$ cat src/rtl/instruction_fetch_unit.sv
// Fetch-side initiator for a synchronous instruction memory. It issues word
// addresses from the PC, presents returned words to decode over valid/ready,
// holds one stalled word in a skid register, and squashes on redirect.
module instruction_fetch_unit #(
   parameter int unsigned DATA_WIDTH = 32,
   parameter int unsigned ADDR_WIDTH = 4
) (
   input  logic                  clock,
   input  logic                  reset,
   output logic [ADDR_WIDTH-1:0] Read_Address,
   input  logic [DATA_WIDTH-1:0] Instruction,
   input  logic                  enable,
   input  logic                  redirect_valid,
   input  logic [ADDR_WIDTH-1:0] redirect_target,
   output logic                  fetch_valid,
   input  logic                  fetch_ready,
   output logic [DATA_WIDTH-1:0] fetch_instruction,
   output logic [ADDR_WIDTH-1:0] fetch_pc
);

   typedef enum logic [1:0] {EMPTY, PENDING, SKID} state_t;

   state_t                state;
   state_t                state_nxt;
   logic [ADDR_WIDTH-1:0] pc;
   logic [ADDR_WIDTH-1:0] pend_pc;
   logic [ADDR_WIDTH-1:0] skid_pc;
   logic [DATA_WIDTH-1:0] skid_instr;
   logic                  issue;

   assign Read_Address = pc;

   // A new read may go out only when the slot is free or being drained this cycle.
   assign issue = enable & ~redirect_valid & (~fetch_valid | fetch_ready);

   // State register; reset discards anything in flight.
   always_ff @(posedge clock or posedge reset) begin
      if (reset) begin
         state <= EMPTY;
      end else begin
         state <= state_nxt;
      end
   end

   // Next-state selection; a redirect always returns to EMPTY.
   always_comb begin
      state_nxt = state;
      if (redirect_valid) begin
         state_nxt = EMPTY;
      end else begin
         unique case (state)
            EMPTY:   state_nxt = issue ? PENDING : EMPTY;
            PENDING: state_nxt = fetch_ready ? (issue ? PENDING : EMPTY) : SKID;
            SKID:    state_nxt = fetch_ready ? (issue ? PENDING : EMPTY) : SKID;
            default: state_nxt = EMPTY;
         endcase
      end
   end

   // Decode-side outputs; PENDING forwards the memory word straight through.
   always_comb begin
      fetch_valid       = 1'b0;
      fetch_instruction = '0;
      fetch_pc          = '0;
      unique case (state)
         PENDING: begin
            fetch_valid       = 1'b1;
            fetch_instruction = Instruction;
            fetch_pc          = pend_pc;
         end
         SKID: begin
            fetch_valid       = 1'b1;
            fetch_instruction = skid_instr;
            fetch_pc          = skid_pc;
         end
         default: ;
      endcase
      if (redirect_valid) begin
         fetch_valid = 1'b0;
      end
   end

   // PC advance and tag of the read currently in flight.
   always_ff @(posedge clock or posedge reset) begin
      if (reset) begin
         pc      <= '0;
         pend_pc <= '0;
      end else if (redirect_valid) begin
         pc <= redirect_target;
      end else if (issue) begin
         pc      <= pc + 1'b1;
         pend_pc <= pc;
      end
   end

   // Capture the memory word when decode stalls, since the memory output will change.
   always_ff @(posedge clock or posedge reset) begin
      if (reset) begin
         skid_instr <= '0;
         skid_pc    <= '0;
      end else if (state == PENDING && !fetch_ready && !redirect_valid) begin
         skid_instr <= Instruction;
         skid_pc    <= pend_pc;
      end
   end

endmodule

$ cat config.mk
export PLATFORM = sky130hd
export DESIGN_NAME = instruction_fetch_unit
export DESIGN_NICKNAME = d
export VERILOG_FILES = /design/src/rtl/instruction_fetch_unit.sv
export SDC_FILE = /design/constraint.sdc
export NUM_CORES = 1
export LEC_CHECK = 0
export CAP_MARGIN = 25
export CORE_MARGIN = 3
export CORE_UTILIZATION = 40
export CTS_CLUSTER_SIZE = 30
export DETAILED_ROUTE_END_ITERATION = 8
export PLACE_DENSITY = 0.71
export SLEW_MARGIN = 20
export SYNTH_ARGS = -nofsm -noshare
export SYNTH_HDL_FRONTEND = slang
export SYNTH_SLANG_ARGS = --single-unit
$ cat constraint.sdc
create_clock -name clock -period 2 [get_ports clock]
set_clock_uncertainty 0.1 [all_clocks]
set_input_delay 0.2 -clock clock [delete_from_list [all_inputs] [get_ports clock]]
set_output_delay 0.2 -clock clock [all_outputs]
set_load 0.02 [all_outputs]
# ---- Word-level counts from Yosys, hierarchy flattened
# Index checks and enable logic that the tools add are counted.
dict set report totals {
  register_bits 46
  in_bits 41
  output_inout_bits 41
}
dict set report op_classes {
  add_sub_neg 1
  eq_ne 2
  mux 10
  n_bitwise 5
  n_reduce_logical 8
}
# cell count
set ops {}
lappend ops {{case mux 32 bit (2 select lines)} 1}
lappend ops {{two-way mux 4 bit} 2}
lappend ops {{case mux 4 bit (2 select lines)} 1}
lappend ops {{adder 4 x 1 -> 4 bit (second input constant)} 1}
lappend ops {{two-way mux 2 bit} 2}
lappend ops {{case mux 2 bit (2 select lines)} 1}
lappend ops {{two-way mux 1 bit} 3}
lappend ops {{AND 1 bit} 2}
lappend ops {{== test 2 x 1 -> 1 bit (second input constant)} 1}
lappend ops {{== test 2 bit (second input constant)} 1}
lappend ops {{logical AND 1 bit} 2}
lappend ops {{zero test 1 bit} 2}
lappend ops {{zero test 2 bit} 1}
lappend ops {{inverter 1 bit} 2}
lappend ops {{AND reduction 2 bit} 1}
lappend ops {{nonzero test 2 bit} 1}
lappend ops {{OR reduction 2 bit} 1}
lappend ops {{bitwise OR 1 bit} 1}

# ---- Longest topological paths before layout
# Gate-level depths: netlist (run 1).
dict set report logic_depth {
  ltp_word 11
  ltp_mapped 7
}

# ---- Least setup slack after synthesis (run 1)
# Ideal clock, no wire load.
dict set report synth_timing {
  path_kind {register to output}
  startpoint {reg state[0]}
  endpoint {out fetch_instruction[0]}
  arrival_time_ns 1.531
  setup_slack_ns 0.169
  stages_incl_launch_ff 6
  path_buffers 2
  cell_sequence {dfrtp_1 > inv_1 > ha_1 > clkbuf_1 > clkbuf_1 > nor2b_1}
}
dict set report synth_via {
  elab_chain_cells 2
}
# item line_no
set synth_rtl {}
lappend synth_rtl {{start, declared} 23} ;# state_t state;
lappend synth_rtl {{start signal, assigned} 41} ;# state <= state_nxt;
lappend synth_rtl {{== test 2 bit or == test 2 x 1 -> 1 bit (tied branches)} 65} ;# unique case (state)
lappend synth_rtl {{case mux 32 bit (2 select lines) *} 65}
lappend synth_rtl {{end, declared} 17} ;# output logic [DATA_WIDTH-1:0] fetch_instruction,
# Mark *: on every way between the ends. The rest lies on a longest branch, timed or not.

# ---- Worst setup path after layout (run 1)
dict set report layout_timing {
  startpoint {reg state[0]}
  endpoint {out fetch_instruction[19]}
}
# The elaborated chain is that of the path after synthesis.

==> results of run 1 <==
-- where the power goes --
part	switching (W)	leakage (nW)	internal [W]
Combinational	0.000277	0.956	0.000532
Clock	0.000302	0.0482	0.000279
Sequential	0.000169	0.560	0.00120
-- critical path, cell delays in order, from the launching register on --
cell	delay, ps
dfrtp_1	410
buf_4	150
ha_4	170
buf_4	170
a22oi_1	170
nor2b_1	60
clkdlybuf4s15_2	250
-- synth_stat cells, drive strengths merged --
library cell and count:
inv 6, clkbuf 9, or2 1, dfrtp 46, o311ai 3, nand2b 2, o211a 1, a22oi 36
nor2 3, mux2 40, buf 8, nand2 3, nor3 1, a31oi 1, nor3b 1, nor2b 39
ha 5, a221o 1, mux2i 1, or3 1, o21ai 1, nand4 1, nand3 2
-- kinds of logic (layout without fill, tap and decap cells) --
logic type,after synthesis,count (layout),synth area share [%]
mux,41,41,21.99
simple gates,54,54,12.91
buf+inv,23,115,5.953
fa+ha+maj,5,5,2.400
compound gates,43,43,12.58
flops,46,46,44.17
-- final cells by class --
| cell class | count | share of cell area (%) |
|---|---|---|
| sequential | 46 | 31.62 |
| timing repair buffer | 101 | 25.40 |
| tap | 75 | 2.577 |
| clock buffer | 7 | 2.371 |
| clock inverter | 1 | 0.1375 |
| multi-input combinational | 143 | 37.29 |
| inverter | 6 | 0.6186 |
-- final timing paths --
kind                       slack [ps]               start  depth (start not counted)                     to
hold / removal                    140               reset                          2         skid_instr[27]
min in group clock                370  redirect_target[2]                          3        Read_Address[2]
hold reg to reg                   420       skid_instr[5]                          1          skid_instr[5]
setup reg to reg                   60            state[1]                          7         skid_instr[26]
max in group asynchronous        1150               reset                          3             skid_pc[3]
setup / recovery                   40            state[0]                          6  fetch_instruction[19]
-- sequential cells by signal, indices dropped and copies added, names as in the netlist --
name / count
skid_instr: 32
Read_Address: 4
pend_pc: 4
skid_pc: 4
state: 2
-- routing by layer --
metal | GRT usage [%] | up-vias | part of all wire, %
met5 | 0 | - | 0
met4 | 4.108 | 0 | 0.72
met3 | 3.042 | 5 | 5.2
met2 | 26.22 | 55 | 49
met1 | 23.23 | 1005 | 45
li1 | - | 945 | -
-- repair_timing --
action	in CTS	in global routing
endpoints found under the hold margin	0	0
endpoints found under the setup margin	67	59
buffers inserted	0	2
cloned	0	2
gates resized for setup	131	31
-- stage by stage --
step | worst slack (ps) | utilization (%)
finish | 36.73 | 59.39
global route | -74.33 | 59.39
CTS | -23.49 | 59.27
detailed placement | -86.81 | 58.08
global placement | -68.84 | 58.08
floorplan | 169.2 | -
==> out/results.tsv, run 1 <==
metric	value	unit
status	finished clean	
min_period	1963	ps
antenna_found_initial	0	
area_delta_synth_final	39.70	%
synth_top_area_share	44.17	%
synth.largest_area_cell	dfrtp_1	
setup_viol	0	
clock_sinks	46	
diodes	0	
irDropWorstVdd	0.3690	mV
cts_hold_buffers	0	
num_rows	28	
power.total	0.002757	W
ys_seq_area_share	44.17	%
fin_crit_sh	98.16	%
tightest_slew	482.2	ps
port_buffers	81	
cts-buffers-inserted	5	
grt_pass1_vias	2032	
rsz0062_at_grt	yes	
hold_viol	0	
cts_tree	yes	
syn_area	2606	sq um
cts_max_level	2	
synthTopCellsByArea	dfrtp_1 (44%), mux2_4 (17%), a22oi_1 (10%), nor2b_1 (9.1%), mux2_2 (4.3%)	
whs	138.1	ps
grt_remaining_overflow	0	
final_cell_mix	dfrtp_1 (46), clkdlybuf4s50_1 (44), nor2b_1 (38), a22oi_1 (33), buf_2 (31)	
final_nets	349	
synth_cells	212	
avgViaCountPerCell	5.303	
numPlacedInstances	367	
synth.ff_latch_count	46	
cts-root-buf	clkbuf_8	
die_h	86.72	um
drt-total-wl	6072	um
crit_required	1700	ps
vias	2010	
track_usage	16.48	%
clkTransAtPathRegs	90	ps
stdcell_count	379	
regArea	1151	sq um
num_io_pins	82	
cp_data_arrival_time	1660	ps
min_path_type	primary input to async pin	
multiInputGateArea	1358	sq um
finalMaxSlewViolations	0	
dieArea	7520	sq um
wire_per_inst	16.02	um
ys_warn_count	0	
fillers	536	
critPathKind	flop to primary output	
fmax	509.4	MHz
dieWidth	86.72	um
first_iter_violations	103	
grt_pass1_wl	9956	um
initial_core_util	42.51	%
grt_max_degree	29	
crit_fanout	10	
firstDrtPassIters	4	
drc	0	
syn_avg_cell_area	12.29	sq um
dpl_cell_area	3561	sq um
powerDensity	757.1	nW/um^2
setup.worst_path.end_class	primary output	
layout.cells.most_common	dfrtp_1	
syn_nets	258	
leakagePower	1.564	nW
max-clock-path-buffers	2	
synth.distinct_cells	30	
start_kind	flop	
coreArea	6131	sq um
design_area	3641	sq um
ant_nets	0	
dp_hpwl	4166	um
gp_congestion	0.8536	
maxCapViolCount	0	
clk_latency	290	ps
drive_above_1_share	38.49	%
fin_tns_setup	0	ps
slew_headroom	67.81	%
Note: power is estimated with default switching activity, not from simulation.
==> inputs of run 2 (changes only) <==
CORE_UTILIZATION = 49   (was 40)
DONT_BUFFER_PORTS = 1   (was default)
GPL_TIMING_DRIVEN = 0   (was default)
PLACE_DENSITY = 0.65   (was 0.71)
==> run 2 against run 1 <==
Compared with the run above: worst hold slack worse by 34 ps; highest routed layer unchanged; critical endpoint is now fetch_instruction[21]; total power up 2.5%; critical path type unchanged; combinational power up 2%.
==> out/results.tsv, run 2 (synthesis results as in run 1) <==
metric	value	unit	change
start_kind	flop		
final_nets	309		-11%
combinationalPowerShare	29.1	%	-0.2 points
share_clk_of_total_power	20.8	%	-0.3 points
busiest_layer	met2		
min_path_type	primary input to flop		
stdcell_count	331		-13%
largest_register_ffs	32		unchanged
diodes	0		unchanged
whs	104.5	ps	-33.65 ps
critPathKind	flop to primary output		
wire_per_inst	20.62	um	+29%
vias	1881		-6.4%
dpl_cell_area	2710	sq um	-24%
ant_nets	0		unchanged
min_period	1927	ps	-35.98 ps
cts-buffers-inserted	5		unchanged
setup.worst_path.end_class	primary output		
swShare	28.92	%	+1.8 points
grt_remaining_overflow	0		unchanged
layout.cells.most_common	dfrtp_1		
track_usage	23.07	%	+6.6 points
numPlacedInstances	280		-24%
die_h	78.93	um	-9.0%
port_buffers	0		-100%
use_met1	28.14	%	+4.9 points
powerDensity	780.1	nW/um^2	+3.0%
max-clock-path-buffers	2		unchanged
dp_hpwl	4335	um	+4.1%
final_cell_mix	dfrtp_1 (46), dlygate4sd3_1 (40), mux2_4 (30), nor2b_4 (22), a22oi_1 (19)		
clkTransAtPathRegs	80	ps	about the same
drive_above_1_share	48.48	%	+10 points
design_area	3621	sq um	-0.55%
coreArea	4942	sq um	-19%
firstDrtPassIters	4		unchanged
num_rows	25		-11%
grt_pass1_wl	10960	um	+10%
regArea	1151	sq um	unchanged
leakagePower	1.413	nW	-9.7%
tightest_slew	431.8	ps	-50.42 ps
status	finished clean		
crit_fanout	10		unchanged
cp_data_arrival_time	1630	ps	-30 ps
finalMaxSlewViolations	0		unchanged
fillers	343		-36%
first_iter_violations	108		+4.9%
dieArea	6230	sq um	-17%
slew_headroom	71.16	%	+3.3 points
hold_viol	0		unchanged
fin_crit_sh	96.36	%	-1.8 points
rsz0062_at_grt	yes		
netSwitchingPower	0.0008168	W	+9.2%
grt_use_met3	7.029	%	+4.0 points
multiInputGateArea	1595	sq um	+18%
clk_latency	300	ps	about the same
grt_max_degree	32		+10%
antenna_found_initial	0		unchanged
area_delta_synth_final	38.93	%	
avgViaCountPerCell	5.683		+7.2%
drc	0		unchanged
crit_required	1700	ps	about the same
irDropWorstVdd	0.4684	mV	+27%
maxCapViolCount	0		unchanged
gp_congestion	0.7760		-9.1%
cts_tree	yes		
p_seq_share	50.0	%	+0.4 points
setup_viol	0		unchanged
initial_core_util	52.73	%	+10 points
cts_max_level	2		unchanged
num_io_pins	82		unchanged
clock_sinks	46		unchanged
drt-total-wl	6824	um	+12%
met2_usage	39.73	%	+14 points
dieWidth	78.93	um	-9.0%
internal_power	0.002008	W	about the same
grt_pass1_vias	2057		+1.2%
cts-root-buf	clkbuf_8		
fmax	518.9	MHz	+1.9%
regMostFlops	skid_instr		
-- run 2: cell count changes in the layout (fill, tap and decap cells not counted), sizes merged --
cell	change
buf	-35
clkdlybuf4s50	-44
clkbuf	+2
clkdlybuf4s15	-3
dlygate4sd3	+40
-- run 2: power by group through the flow --
stage	clock network, W	registers, W	logic (W)
final	0.000588	0.00141	0.000823
after global routing	0.000651	0.00145	0.000877
after CTS	0.000600	0.00138	0.000784
after detailed placement	0	0.00139	0.000632
after global placement	0	0.00137	0.000600
after floorplan	0	0.00134	0.000544
-- run 2: layout make-up --
| type | instances | area share, % |
|---|---|---|
| repair buffers | 44 | 12.23 |
| plain buffers | 17 | 6.462 |
| well taps | 67 | 2.315 |
| clock buffers | 7 | 2.384 |
| flip-flops and latches | 46 | 31.79 |
| clock inverters | 1 | 0.1382 |
| multi-input cells | 143 | 44.06 |
| inverters | 6 | 0.6220 |
-- run 2: critical path, cell delays in order, from the launching register on --
cell     delay [ps]
dfrtp_1         390
inv_2            70
ha_1            190
buf_6           150
buf_12          150
a22oi_1         280
nor2b_4         110
-- run 2: worst paths after layout --
| path | startpoint | end | slack [ps] | cells after the start |
|---|---|---|---|---|
| max reg2reg | state[1] | skid_instr[15] | 110 | 7 |
| min | redirect_valid | Read_Address[2] | 100 | 3 |
| min in group asynchronous | reset | skid_instr[4] | 230 | 2 |
| max | state[1] | fetch_instruction[21] | 70 | 6 |
| max in group asynchronous | reset | skid_instr[7] | 1070 | 3 |
| min reg2reg | skid_pc[3] | skid_pc[3] | 410 | 1 |
-- run 2: per-layer routing --
layer	vias to the layer above	share of wire (%)
met5	-	0
met3	9	6.8
met1	947	40
li1	864	-
met2	61	52
met4	0	1.3
-- run 2: per-stage QoR --
stage          setup TNS [ps]  worst slack, ps  power, W  util [%]
3_3_place_gp            -2869           -179.0  0.001974     54.43
3_5_place_dp            -5537           -248.8  0.002023     54.84
2_1_floorplan               0            169.2  0.001883         -
4_1_cts                -7.658           -2.851  0.002766     70.15
5_1_grt                -52.69           -19.32  0.002975     73.27
6_report                    0            72.71  0.002825     73.27
-- run 2: timing repair --
action	CTS	global route
resized for setup	84	30
endpoints found under the hold margin	74	1
cloned	0	0
setup buffers	0	3
hold buffers	39	1
endpoints found under the setup margin	38	37
